$ cat src/rtl/urp_pcie_pkg.sv
// Shared constants and types for the PCIe receive/transmit data link layer.
// Latency: n/a (declarations only).
// Backpressure: n/a.
//
// Contents: frame/DLLP field widths, DLLP type codes, LCRC polynomial and
// seed, RX link-layer FSM state encoding, and a DLLP packing helper.
package urp_pcie_pkg;

  localparam int SEQ_W    = 12;
  localparam int TLP_W    = 224;
  localparam int LCRC_W   = 32;
  localparam int FRAME_W  = 268;
  localparam int DLLP_W   = 32;
  // The LCRC covers the sequence number and the TLP body.
  localparam int CRC_IN_W = SEQ_W + TLP_W;

  localparam logic [7:0] DLLP_TYPE_ACK = 8'h00;
  localparam logic [7:0] DLLP_TYPE_NAK = 8'h10;

  localparam logic [LCRC_W-1:0] LCRC_POLY = 32'h04C1_1DB7;
  localparam logic [LCRC_W-1:0] LCRC_INIT = 32'hFFFF_FFFF;

  // Half the sequence space: anything this far behind (or less) is a replay.
  localparam logic [SEQ_W-1:0] DUP_WINDOW = 12'd2048;

  typedef enum logic [1:0] {
    ST_IDLE  = 2'd0,
    ST_CHECK = 2'd1,
    ST_FWD   = 2'd2,
    ST_DLLP  = 2'd3
  } rx_state_e;

  function automatic logic [DLLP_W-1:0] mk_dllp(input logic [7:0]       typ,
                                                 input logic [SEQ_W-1:0] seq);
    return {typ, 12'h000, seq};
  endfunction

endpackage

$ cat src/rtl/urp_pcie_rx_data_link_layer_if.sv
// Handshake bundle between the link, the RX DLL, the transaction layer and the DLLP path.
// Latency: n/a (wires only).
// Backpressure: valid/ready on every channel; data held while valid.
//
// Channels: framed TLP in (tlp_data_*), TLP out (tlp_*), DLLP out (dllp_*).
// 'slave' is the RX data link layer's view, 'master' the surrounding logic's.
interface urp_pcie_rx_data_link_layer_if;
  import urp_pcie_pkg::*;

  logic [FRAME_W-1:0] tlp_data_i;
  logic               tlp_data_valid_i;
  logic               tlp_data_ready_o;

  logic [TLP_W-1:0]   tlp_o;
  logic               tlp_valid_o;
  logic               tlp_ready_i;

  logic [DLLP_W-1:0]  dllp_o;
  logic               dllp_valid_o;
  logic               dllp_ready_i;

  modport slave (
    input  tlp_data_i, tlp_data_valid_i, tlp_ready_i, dllp_ready_i,
    output tlp_data_ready_o, tlp_o, tlp_valid_o, dllp_o, dllp_valid_o
  );

  modport master (
    output tlp_data_i, tlp_data_valid_i, tlp_ready_i, dllp_ready_i,
    input  tlp_data_ready_o, tlp_o, tlp_valid_o, dllp_o, dllp_valid_o
  );

endinterface

$ cat src/rtl/urp_pcie_lcrc32.sv
// Combinational LCRC-32 (poly 04C11DB7, seed all-ones, MSB first, unreflected, inverted out).
// Latency: 0 cycles, purely combinational.
// Backpressure: none.
//
// Ports: data_i [235:0] = {seq, tlp}, bit 235 shifted in first; crc_o [31:0].
// Shared by the RX checker and the TX generator so both ends agree bit-for-bit.
module urp_pcie_lcrc32
  import urp_pcie_pkg::*;
(
  input  logic [CRC_IN_W-1:0] data_i,
  output logic [LCRC_W-1:0]   crc_o
);

  logic [LCRC_W-1:0] crc_v;
  logic              fb;

  // Serial shift-register form, unrolled by synthesis into an XOR tree.
  always_comb begin
    crc_v = LCRC_INIT;
    fb    = 1'b0;
    for (int i = CRC_IN_W - 1; i >= 0; i--) begin
      fb    = crc_v[LCRC_W-1] ^ data_i[i];
      crc_v = {crc_v[LCRC_W-2:0], 1'b0} ^ (fb ? LCRC_POLY : '0);
    end
    crc_o = ~crc_v;
  end

endmodule

$ cat src/rtl/urp_pcie_rx_data_link_layer.sv
// RX data link layer: LCRC/sequence check, TLP forwarding, ACK/NAK DLLP return.
// Latency: accept -> CHECK (1) -> TLP valid (2); ACK valid the cycle after the TLP handshake.
// Backpressure: one frame in flight; input ready only in IDLE, FWD/DLLP stall indefinitely.
//
// Ports: clk, rst_n (async, active-low); rx (slave modport) carries the framed
// input, the TLP output and the DLLP output; lcrc_err_cnt_o is a saturating
// count of LCRC failures.
module urp_pcie_rx_data_link_layer
  import urp_pcie_pkg::*;
(
  input  logic                          clk,
  input  logic                          rst_n,
  urp_pcie_rx_data_link_layer_if.slave  rx,
  output logic [7:0]                    lcrc_err_cnt_o
);

  localparam logic [1:0] IDLE  = ST_IDLE;
  localparam logic [1:0] CHECK = ST_CHECK;
  localparam logic [1:0] FWD   = ST_FWD;
  localparam logic [1:0] DLLP  = ST_DLLP;

  logic [1:0]         state_q,        state_d;
  logic [FRAME_W-1:0] frame_q,        frame_d;
  logic [SEQ_W-1:0]   next_rcv_seq_q, next_rcv_seq_d;
  logic               nak_sched_q,    nak_sched_d;
  logic [TLP_W-1:0]   tlp_q,          tlp_d;
  logic [DLLP_W-1:0]  dllp_q,         dllp_d;
  logic [7:0]         err_cnt_q,      err_cnt_d;

  // Held-frame fields.
  logic [SEQ_W-1:0]   frm_seq;
  logic [TLP_W-1:0]   frm_tlp;
  logic [LCRC_W-1:0]  frm_lcrc;
  logic [LCRC_W-1:0]  crc_calc;

  logic               lcrc_ok;
  logic [SEQ_W-1:0]   seq_diff;
  logic [SEQ_W-1:0]   last_good_seq;
  logic               is_dup;

  assign frm_seq  = frame_q[FRAME_W-1 -: SEQ_W];
  assign frm_tlp  = frame_q[LCRC_W +: TLP_W];
  assign frm_lcrc = frame_q[LCRC_W-1:0];

  urp_pcie_lcrc32 u_lcrc (
    .data_i (frame_q[FRAME_W-1:LCRC_W]),
    .crc_o  (crc_calc)
  );

  assign lcrc_ok = (crc_calc == frm_lcrc);

  // Modulo-4096 distance behind the expected sequence number. Zero means
  // in-order; 1..2048 is a replay of something already accepted; the
  // remaining half of the space is treated as a future (lost-frame) seq.
  assign seq_diff      = next_rcv_seq_q - frm_seq;
  assign last_good_seq = next_rcv_seq_q - 12'd1;   // 12'hFFF straight after reset
  assign is_dup        = (seq_diff != '0) && (seq_diff <= DUP_WINDOW);

  always_comb begin
    state_d        = state_q;
    frame_d        = frame_q;
    next_rcv_seq_d = next_rcv_seq_q;
    nak_sched_d    = nak_sched_q;
    tlp_d          = tlp_q;
    dllp_d         = dllp_q;
    err_cnt_d      = err_cnt_q;

    case (state_q)
      IDLE: begin
        if (rx.tlp_data_valid_i) begin
          frame_d = rx.tlp_data_i;
          state_d = CHECK;
        end
      end

      CHECK: begin
        if (!lcrc_ok) begin
          if (err_cnt_q != 8'hFF) begin
            err_cnt_d = err_cnt_q + 8'd1;
          end
          // Only one NAK outstanding until a good in-order frame arrives.
          if (!nak_sched_q) begin
            nak_sched_d = 1'b1;
            dllp_d      = mk_dllp(DLLP_TYPE_NAK, last_good_seq);
            state_d     = DLLP;
          end else begin
            state_d     = IDLE;
          end
        end else if (frm_seq == next_rcv_seq_q) begin
          nak_sched_d = 1'b0;
          tlp_d       = frm_tlp;
          state_d     = FWD;
        end else if (is_dup) begin
          // Replay of an accepted frame: re-acknowledge so the TX side can purge.
          dllp_d  = mk_dllp(DLLP_TYPE_ACK, last_good_seq);
          state_d = DLLP;
        end else begin
          if (!nak_sched_q) begin
            nak_sched_d = 1'b1;
            dllp_d      = mk_dllp(DLLP_TYPE_NAK, last_good_seq);
            state_d     = DLLP;
          end else begin
            state_d     = IDLE;
          end
        end
      end

      FWD: begin
        if (rx.tlp_ready_i) begin
          // In FWD the held seq equals next_rcv_seq_q by construction.
          next_rcv_seq_d = next_rcv_seq_q + 12'd1;
          dllp_d         = mk_dllp(DLLP_TYPE_ACK, next_rcv_seq_q);
          state_d        = DLLP;
        end
      end

      DLLP: begin
        if (rx.dllp_ready_i) begin
          state_d = IDLE;
        end
      end

      default: state_d = IDLE;
    endcase
  end

  always_ff @(posedge clk or negedge rst_n) begin
    if (!rst_n) begin
      state_q        <= IDLE;
      frame_q        <= '0;
      next_rcv_seq_q <= '0;
      nak_sched_q    <= 1'b0;
      tlp_q          <= '0;
      dllp_q         <= '0;
      err_cnt_q      <= '0;
    end else begin
      state_q        <= state_d;
      frame_q        <= frame_d;
      next_rcv_seq_q <= next_rcv_seq_d;
      nak_sched_q    <= nak_sched_d;
      tlp_q          <= tlp_d;
      dllp_q         <= dllp_d;
      err_cnt_q      <= err_cnt_d;
    end
  end

  // Valids decode straight from the registered state, so they cannot glitch
  // or drop without the matching ready; the data registers only change on
  // the transition into the state that presents them.
  assign rx.tlp_data_ready_o = (state_q == IDLE);
  assign rx.tlp_valid_o      = (state_q == FWD);
  assign rx.tlp_o            = tlp_q;
  assign rx.dllp_valid_o     = (state_q == DLLP);
  assign rx.dllp_o           = dllp_q;
  assign lcrc_err_cnt_o      = err_cnt_q;

endmodule

$ cat src/flat_wrapper.sv
// flat-port wrapper written by rule: the top's interface ports become plain ports
module urp_pcie_rx_data_link_layer_flat import urp_pcie_pkg::*;
  (clk, rst_n, lcrc_err_cnt_o, rx_tlp_data_i, rx_tlp_data_valid_i, rx_tlp_ready_i, rx_dllp_ready_i, rx_tlp_data_ready_o, rx_tlp_o, rx_tlp_valid_o, rx_dllp_o, rx_dllp_valid_o);
  urp_pcie_rx_data_link_layer_if rx_i ();
  input  logic clk;
  input  logic rst_n;
  output logic [7:0] lcrc_err_cnt_o;
  input wire logic [$bits(rx_i.tlp_data_i)-1:0] rx_tlp_data_i;
  input wire logic [$bits(rx_i.tlp_data_valid_i)-1:0] rx_tlp_data_valid_i;
  input wire logic [$bits(rx_i.tlp_ready_i)-1:0] rx_tlp_ready_i;
  input wire logic [$bits(rx_i.dllp_ready_i)-1:0] rx_dllp_ready_i;
  output wire logic [$bits(rx_i.tlp_data_ready_o)-1:0] rx_tlp_data_ready_o;
  output wire logic [$bits(rx_i.tlp_o)-1:0] rx_tlp_o;
  output wire logic [$bits(rx_i.tlp_valid_o)-1:0] rx_tlp_valid_o;
  output wire logic [$bits(rx_i.dllp_o)-1:0] rx_dllp_o;
  output wire logic [$bits(rx_i.dllp_valid_o)-1:0] rx_dllp_valid_o;
  assign rx_i.tlp_data_i = rx_tlp_data_i;
  assign rx_i.tlp_data_valid_i = rx_tlp_data_valid_i;
  assign rx_i.tlp_ready_i = rx_tlp_ready_i;
  assign rx_i.dllp_ready_i = rx_dllp_ready_i;
  assign rx_tlp_data_ready_o = rx_i.tlp_data_ready_o;
  assign rx_tlp_o = rx_i.tlp_o;
  assign rx_tlp_valid_o = rx_i.tlp_valid_o;
  assign rx_dllp_o = rx_i.dllp_o;
  assign rx_dllp_valid_o = rx_i.dllp_valid_o;
  urp_pcie_rx_data_link_layer u_core (.clk(clk), .rst_n(rst_n), .rx(rx_i), .lcrc_err_cnt_o(lcrc_err_cnt_o));
endmodule
$ cat config.mk
export PLATFORM = sky130hd
export DESIGN_NAME = urp_pcie_rx_data_link_layer_flat
export DESIGN_NICKNAME = d
export VERILOG_FILES = /design/src/rtl/urp_pcie_pkg.sv /design/src/rtl/urp_pcie_rx_data_link_layer_if.sv /design/src/rtl/urp_pcie_lcrc32.sv /design/src/rtl/urp_pcie_rx_data_link_layer.sv /design/src/flat_wrapper.sv
export SDC_FILE = /design/constraint.sdc
export NUM_CORES = 2
export LEC_CHECK = 0
export CORE_MARGIN = 3
export CORE_UTILIZATION = 40
export DETAILED_ROUTE_END_ITERATION = 8
export SLEW_MARGIN = 20
export SYNTH_ARGS = -nofsm -noshare
export SYNTH_HDL_FRONTEND = slang
export SYNTH_SLANG_ARGS = --single-unit
$ cat constraint.sdc
create_clock -name clk -period 51.9 [get_ports clk]
set_input_delay 10.38 -clock clk [delete_from_list [all_inputs] [get_ports clk]]
set_output_delay 10.38 -clock clk [all_outputs]
set_load 0.02 [all_outputs]
==> results.toml <==
[clocking]
path_clk_slew_ns = 0.05
cts_buffer_depth = 3
cts_post_setup_buffers_inserted = 0
postCtsHoldBufs = 0
cts_tree = "done"
cts_sinks = 547
htreeDepth = 3
cts-resized-gates = 0
numCtsBuffers = 66
root_buffer = "clkbuf_16"
worstSkewPairLatency_ns = 0.67

[outcome]
outcome = "finished clean"

[yosys]
yosysWarnings = 0
yosys-top-cells-area = "xnor3_1 29%, dfrtp_1 26%, xnor2_1 13%"
synth-seq-cells = 547
avgSynthCellArea_sq_um = 15.3
synth_edf_count = 0
synthesis.area_sq_um = 53200
synth_top_area_frac = 0.293
ys_types = 62
yosysSeqAreaShare = 0.257
synth_top_area_cell = "xnor3_1"
synth-main-ff-cell = "dfrtp_1"
synthArstFlopShare = 1.00
synth_most_common_cell = "xnor2_1"
yosys-top-cells-count = "804 x xnor2_1, 692 x xnor3_1, 547 x dfrtp_1, 299 x xor2_1, 269 x mux2_2"
syn_nets = 3765
syn_inst = 3474

[floorplan]
start_util = 0.404
rows = 133
die_h_um = 371
core-area_sq_um = 132000
die_x_um = 371
pin_count = 540
die_area_sq_um = 137000

[drt]
first_pass_iters = 5
ant_nets = 0
drt_wl_total_um = 151000
wl_per_cell_um = 26.0
post-route-drc-count = 0
vias = 29100
viasPerCell = 5.00
drt_iter0_drc = 1893

[setup_path]
path_max_fanout = 61
crit_slowest_cell = "buf_4"
crit_required_ns = 52.42
crit_top_cell = "xnor3_1"
end_kind = "flip-flop"
cp-start-kind = "flip-flop"
cp.arrival_ns = 26.74
worst-setup-path-type = "reg2reg"
slowest_delay_ns = 0.78

[global_route]
grt_pass1_wl_um = 219000
grt_pass1_vias = 31000
track_usage = 0.219
antenna_found_initial = 15
grt_max_degree = 158
overflow = 0

[job]
drv_cap = 0

[placed_design]
dp_hpwl_um = 122000
dp_slack_ns = 25.75
gp_congestion = 0.908
io_buffers = 539
numPlacedInstances = 5699

[sta]
fin_skew_ns = 0.0235
worst_slew_pin_slew_ns = 1.06
maxSlewHeadroom = 0.285
fmax_mhz = 38.2
timing.final.crit_share = 0.505
slew_viol_final = 0
layout_min_cycle_time_ns = 26.21
tns_ns = 0
rsz0062_at_grt = "false"
hold_viol = 0
setup_viol = 0
fin_ws_ns = 25.69

[finish]
n_fill_cell = 11600
final_cells = 5817
layout-drive-gt1-share = 0.147
areaGrowthSynthToFinish_pct = 18.0
final_net_count = 4303

[hold_path]
hold_path.class = "reg2reg"
per-layer routing:
| metal | vias to the layer above | global-route usage | part of all wire |
|---|---|---|---|
| li1 | 13200 | - | - |
| met1 | 14900 | 0.297 | 0.44 |
| met2 | 860 | 0.357 | 0.47 |
| met3 | 148 | 0.0521 | 0.070 |
| met4 | 2 | 0.0473 | 0.020 |
| met5 | - | 0 | 0.000086 |
area by class of cell:
class / count / area, sq um / share of cell area
repair buffers: 559 / 5560 / 0.0886
clock buffers: 89 / 1870 / 0.0298
clock inverters: 27 / 362 / 0.00576
flip-flops and latches: 547 / 13700 / 0.218
diodes: 2 / 5.00 / 0.0000797
multi-input cells: 2809 / 39000 / 0.621
well taps: 1755 / 2200 / 0.0350
inverters: 29 / 109 / 0.00173
cell usage in the layout (no fill, tap or decap), types with 29 or more instances in the layout:
cell	synthesis	layout
xor2_1	299	299
inv_1	29	29
clkdlybuf4s50_1	0	538
xnor2_2	70	70
mux2_1	235	235
clkbuf_16	0	66
mux2_2	269	269
dfrtp_1	547	547
xor3_1	112	112
xnor3_1	692	692
xnor2_1	804	804
xnor3_2	57	57
worst paths after layout:
check                           slack, ns                   end  depth (start not counted)            startpoint
worst max-delay path                25.69  u_core.rx.tlp_o[136]                         47   u_core.frame_q[258]
worst min-delay path                 0.48  u_core.rx.tlp_o[129]                          1  u_core.rx.tlp_o[129]
worst max register to register      25.69  u_core.rx.tlp_o[136]                         47   u_core.frame_q[258]
worst min register to register       0.48  u_core.rx.tlp_o[129]                          1  u_core.rx.tlp_o[129]
max in group asynchronous           39.13   u_core.frame_q[138]                          4                 rst_n
min in group asynchronous            9.77  u_core.rx.tlp_o[165]                          1                 rst_n
stage by stage:
step / hold WS (ns) / util / cell area (sq um)
3_3_place_gp: 0.467 / 0.459 / 60500
4_1_cts: 0.487 / 0.476 / 62800
3_5_place_dp: 0.474 / 0.459 / 60500
2_1_floorplan: 0.481 / - / 53200
5_1_grt: 0.498 / 0.476 / 62800
6_report: 0.482 / 0.476 / 62800
worst max-delay path: cells and delay by family, from the launching register on:
family / cells / cell delay [ns]
flip-flops: 1 / 0.61
AO/OA/AOI/OAI: 2 / 0.90
multiplexers: 1 / 0.40
buffers and inverters: 2 / 1.47
AND/OR/NAND/NOR: 2 / 1.02
XOR/XNOR: 40 / 21.39
registers in the layout (all words and copies together) (netlist names), named ones only:
name	flops
u_core.state_q	1
u_core.lcrc_err_cnt_o	8
u_core.next_rcv_seq_q	12
u_core.rx.tlp_o	224
u_core.nak_sched_q	1
u_core.frame_q	268
u_core.rx.dllp_o	32
logic make-up after synthesis:
group | count (synthesis) | synth area share
muxes | 505 | 0.107
DFF | 547 | 0.257
buffers and inverters | 118 | 0.0106
and+or+nand+nor | 137 | 0.0137
AOI/OAI and AO/OA | 47 | 0.00701
xor gates and xnor gates | 2102 | 0.600
adders and majority gates | 18 | 0.00423
Power is left out: the tool's default activity adds up to more than one toggle a clock period on the data nets, which glitch-free logic cannot reach.
